## src/rtl/alu_sequencer.sv

```systemverilog
// Control stage for the 8-bit ALU: accepts one request, sequences load/exec/capture,
// and returns the ALU result and flags on a valid/ready response port.
module alu_sequencer #(
  parameter int ALU_LAT = 3
) (
  input  logic       clk,
  input  logic       rst,
  input  logic       req_valid,
  output logic       req_ready,
  input  logic [2:0] req_op,
  input  logic [7:0] req_a,
  input  logic [7:0] req_b,
  input  logic       req_use_carry,
  output logic [7:0] alu_a,
  output logic [7:0] alu_b,
  output logic       alu_wa,
  output logic       alu_wb,
  output logic [6:0] alu_op,
  output logic       alu_oe,
  output logic [7:0] alu_fi,
  input  logic [7:0] alu_d,
  input  logic [7:0] alu_fo,
  output logic       rsp_valid,
  input  logic       rsp_ready,
  output logic [7:0] rsp_data,
  output logic [7:0] rsp_flags,
  output logic       rsp_err,
  output logic       carry_q
);
  localparam int CW = $clog2(ALU_LAT + 1);

  typedef enum logic [2:0] {IDLE, LOAD, EXEC, CAPT, RESP} state_t;

  state_t        state, state_nx;
  logic [CW-1:0] cnt;
  logic [2:0]    op_q;
  logic [7:0]    a_q, b_q;
  logic          fi_q;
  logic          accept;
  logic          busy;

  assign accept = req_valid && req_ready;
  assign busy   = (state == LOAD) || (state == EXEC) || (state == CAPT);

  always_ff @(posedge clk) begin
    if (rst) state <= IDLE;
    else     state <= state_nx;
  end

  always_comb begin
    state_nx = state;
    case (state)
      IDLE: if (accept) state_nx = LOAD;
      LOAD: state_nx = EXEC;
      EXEC: if (cnt == '0) state_nx = CAPT;
      CAPT: state_nx = RESP;
      RESP: if (rsp_ready) state_nx = IDLE;
      default: state_nx = IDLE;
    endcase
  end

  always_ff @(posedge clk) begin
    if (rst) begin
      cnt       <= '0;
      op_q      <= '0;
      a_q       <= '0;
      b_q       <= '0;
      fi_q      <= 1'b0;
      rsp_data  <= '0;
      rsp_flags <= '0;
      rsp_err   <= 1'b0;
      carry_q   <= 1'b0;
    end else begin
      if (accept) begin
        op_q <= req_op;
        a_q  <= req_a;
        b_q  <= req_b;
        fi_q <= req_use_carry && (req_op == 3'd0 || req_op == 3'd1) && carry_q;
      end
      // EXEC spans ALU_LAT cycles so CAPTURE closes one edge after the ALU registers d/fo
      if (state == LOAD)
        cnt <= CW'(ALU_LAT - 1);
      else if (state == EXEC && cnt != '0)
        cnt <= cnt - 1'b1;
      if (state == CAPT) begin
        rsp_data  <= alu_d;
        rsp_flags <= alu_fo;
        carry_q   <= alu_fo[0];
        rsp_err   <= (op_q == 3'd7);
      end
    end
  end

  always_comb begin
    alu_op = '0;
    for (int k = 0; k < 7; k++)
      if (busy && op_q == 3'(k)) alu_op[k] = 1'b1;
  end

  assign req_ready = (state == IDLE);
  assign rsp_valid = (state == RESP);
  assign alu_wa    = (state == LOAD);
  assign alu_wb    = (state == LOAD);
  assign alu_oe    = (state == EXEC) || (state == CAPT);
  assign alu_a     = a_q;
  assign alu_b     = b_q;
  assign alu_fi    = {7'b0, fi_q};
endmodule
```

## config.mk

```make
export PLATFORM = sky130hd
export DESIGN_NAME = alu_sequencer
export DESIGN_NICKNAME = d
export VERILOG_FILES = /design/src/rtl/alu_sequencer.sv
export SDC_FILE = /design/constraint.sdc
export NUM_CORES = 1
export LEC_CHECK = 0
export ABC_AREA = 1
export CAP_MARGIN = 5
export CORE_MARGIN = 2
export CORE_UTILIZATION = 38
export DETAILED_ROUTE_END_ITERATION = 8
export PLACE_DENSITY_LB_ADDON = 0.1
export SYNTH_ARGS = -nofsm -noshare
export SYNTH_HDL_FRONTEND = slang
export SYNTH_SLANG_ARGS = --single-unit
```

## constraint.sdc

```tcl
create_clock -name clk -period 1.34 [get_ports clk]
set_input_delay 0.268 -clock clk [delete_from_list [all_inputs] [get_ports clk]]
set_output_delay 0.268 -clock clk [all_outputs]
set_load 0.01 [all_outputs]
```

==> flow_summary.json <==
{
  "synth_top_area_cell": "dfxtp_1",
  "grt_max_degree": 25,
  "netlist_area_um2": 1728,
  "core_um2": 4354,
  "drt_iter0_drc": 66,
  "netlist-cell-type-count": 20,
  "grt_pass1_vias": 1659,
  "cts_max_path_buffers": 2,
  "fmax_mhz": 673.6,
  "yosysWarnings": 0,
  "cts.htree.levels": 2,
  "syn_inst": 230,
  "synth-xor-area-share": 0,
  "cts_tree": "yes",
  "min_path_type": "reg -> reg",
  "grt_use_total": 0.1824,
  "cts_buffers": 5,
  "drc": 0,
  "synth-compound-area-share": 0.1217,
  "hold_buffers": 0,
  "port_buffers": 86,
  "rsz0062_at_grt": "true",
  "synth_top_family_by_area": "simple AND/OR/NAND/NOR gates",
  "antenna_cells": 0,
  "drive_gt1_frac": 0.3021,
  "synth_top_area_frac": 0.4866,
  "final_util": 0.7040,
  "mostFrequentLayoutCell": "clkdlybuf4s50_1",
  "clk_pin_slew_worst_paths_ns": 0.08,
  "routedWlPerCell_um": 12.99,
  "cellLeakagePower_nw": 1.460,
  "yosys.area_share.simple": 0.2600,
  "finalClockSkew_ns": 0.006436,
  "clkLatencyLatePin_ns": 0.29,
  "worstPathMaxFanout": 7,
  "antenna_found_initial": 0,
  "powerDensity_nw_per_um2": 1161,
  "maxSlewViolCount": 0,
  "dp_hpwl_mm": 3.065,
  "startpoint_type": "register",
  "min_period_ns": 1.484,
  "clock-root-buffer": "clkbuf_8",
  "initial_core_util": 0.3968,
  "fin_cells": 383,
  "place.gp.congestion": 0.8035,
  "dieArea_um2": 5102,
  "area_growth_pct": 77.41,
  "cp-end-kind": "output port",
  "fin_area_um2": 3065,
  "fp.dieH_um": 71.43,
  "vias_per_cell": 4.744,
  "first_pass_iters": 4,
  "ios": 94,
  "grt_pass1_wl_mm": 7.369,
  "grt_overflow_total": 0,
  "vdd.ir_drop.worst_mv": 0.6897,
  "ys_seq_area_frac": 0.4866,
  "fp.dieW_um": 71.43,
  "vias": 1817,
  "avgSynthCellArea_um2": 7.513,
  "numClockSinks": 42,
  "crit_type": "reg -> out",
  "placed_area_um2": 2658,
  "dp.cells": 369,
  "drt_wl_total_mm": 4.977,
  "failed_checks": "setup timing",
  "finalCritPeriodShare": 1.108,
  "final_cell_mix": "39 x clkdlybuf4s50_1, 36 x dfxtp_1, 35 x nor2_1, 35 x dlygate4sd2_1, 32 x nand2_1",
  "status": "finished, violations left",
  "hold_viol": 0,
  "synthAdderAreaFrac": 0.007241,
  "worst_hold_slack_ns": 0.4626,
  "nets": 371,
  "core.rowCount": 24,
  "layout_setup_ws_ns": -0.1445,
  "synthMuxAreaShare": 0,
  "drtAntennaViolNets": 0,
  "ys_ff_latch": 42,
  "netlist_top_cells_area": "dfxtp_1 49%, nand2_1 11%, nor2_1 7.8%",
  "cp.required_ns": 1.07,
  "finalSetupViolCount": 18,
  "maxCapViolations": 0,
  "cp.arrival_ns": 1.22
}
## worst max-delay path: stages, from the launching register on
cell and delay (ns):
dfxtp_2 0.36, nor2_4 0.05, inv_2 0.07, nand2_4 0.10
nor4_4 0.16, buf_2 0.18
## synthesized netlist by cell type (all sizes together)
master / instances
buf: 16
nand3: 6
o21ai: 18
nor2: 38
a21oi: 24
dfxtp: 42
nand4: 3
nand2: 52
clkbuf: 4
conb: 1
nor4: 4
nor3: 3
inv: 18
ha: 1
## layout make-up
class,count,area (um2)
fillers,365,1289
repair buffers,107,1017
multi-input cells,156,939.7
flip-flops and latches,42,853.3
inverters,18,80.08
clock buffers,6,72.57
well taps,52,65.06
clock inverters,2,37.54
## cells by family (layout without fill, tap and decap cells)
family | after synthesis | in the layout
AOI/OAI and AO/OA | 42 | 42
adders and majority gates | 1 | 1
buffers and inverters | 38 | 133
DFF | 42 | 42
other | 1 | 7
and+or+nand+nor | 106 | 106
## what timing repair did
action                     in CTS  in global routing
cloned                          0                  2
pin swaps                       2                 19
resized for setup             115                 64
buffers inserted                4                  2
setup endpoints to repair      47                 47
## stage by stage
step	total power (W)	setup TNS (ns)	worst slack (ns)
floorplan	0.001872	0	0.04158
detailed placement	0.002327	-3.348	-0.2937
global route	0.003743	-3.246	-0.2459
global placement	0.002321	-3.034	-0.2994
finish	0.003558	-1.213	-0.1445
CTS	0.003320	-0.8031	-0.1207
## per-layer routing
metal | vias to the layer above | track usage | wire, um
li1 | 914 | - | -
met1 | 838 | 0.2266 | 2050
met2 | 55 | 0.2881 | 2486
met3 | 10 | 0.06610 | 345
met4 | 0 | 0.07338 | 95
met5 | - | 0 | 0
## flip-flops by register name (all words and copies together), names as in the netlist
name       cells
rsp_data       8
rsp_flags      8
alu_a          8
fi_q           1
cnt            2
state          3
alu_b          8
rsp_err        1
op_q           3
## worst paths after layout
path,start,endpoint,slack [ns],depth (start not counted)
setup / recovery,state[1]$_SDFFE_PP0P_,alu_op[0],-0.14,5
hold reg to reg,cnt[0]$_SDFFE_PP0P_,cnt[0]$_SDFFE_PP0P_,0.46,2
hold / removal,cnt[0]$_SDFFE_PP0P_,cnt[0]$_SDFFE_PP0P_,0.46,2
setup reg to reg,state[0]$_SDFFE_PP0P_,fi_q$_SDFFE_PP0P_,-0.04,8
## report_power, final
part | total, W | leakage, nW | internal, W | switching, W
Clock | 0.000993 | 0.0514 | 0.000556 | 0.000437
Sequential | 0.00142 | 0.345 | 0.00136 | 0.0000673
Combinational | 0.00114 | 1.06 | 0.000569 | 0.000571
Total | 0.00356 | 1.46 | 0.00248 | 0.00108
(Power assumes the default switching activity.)
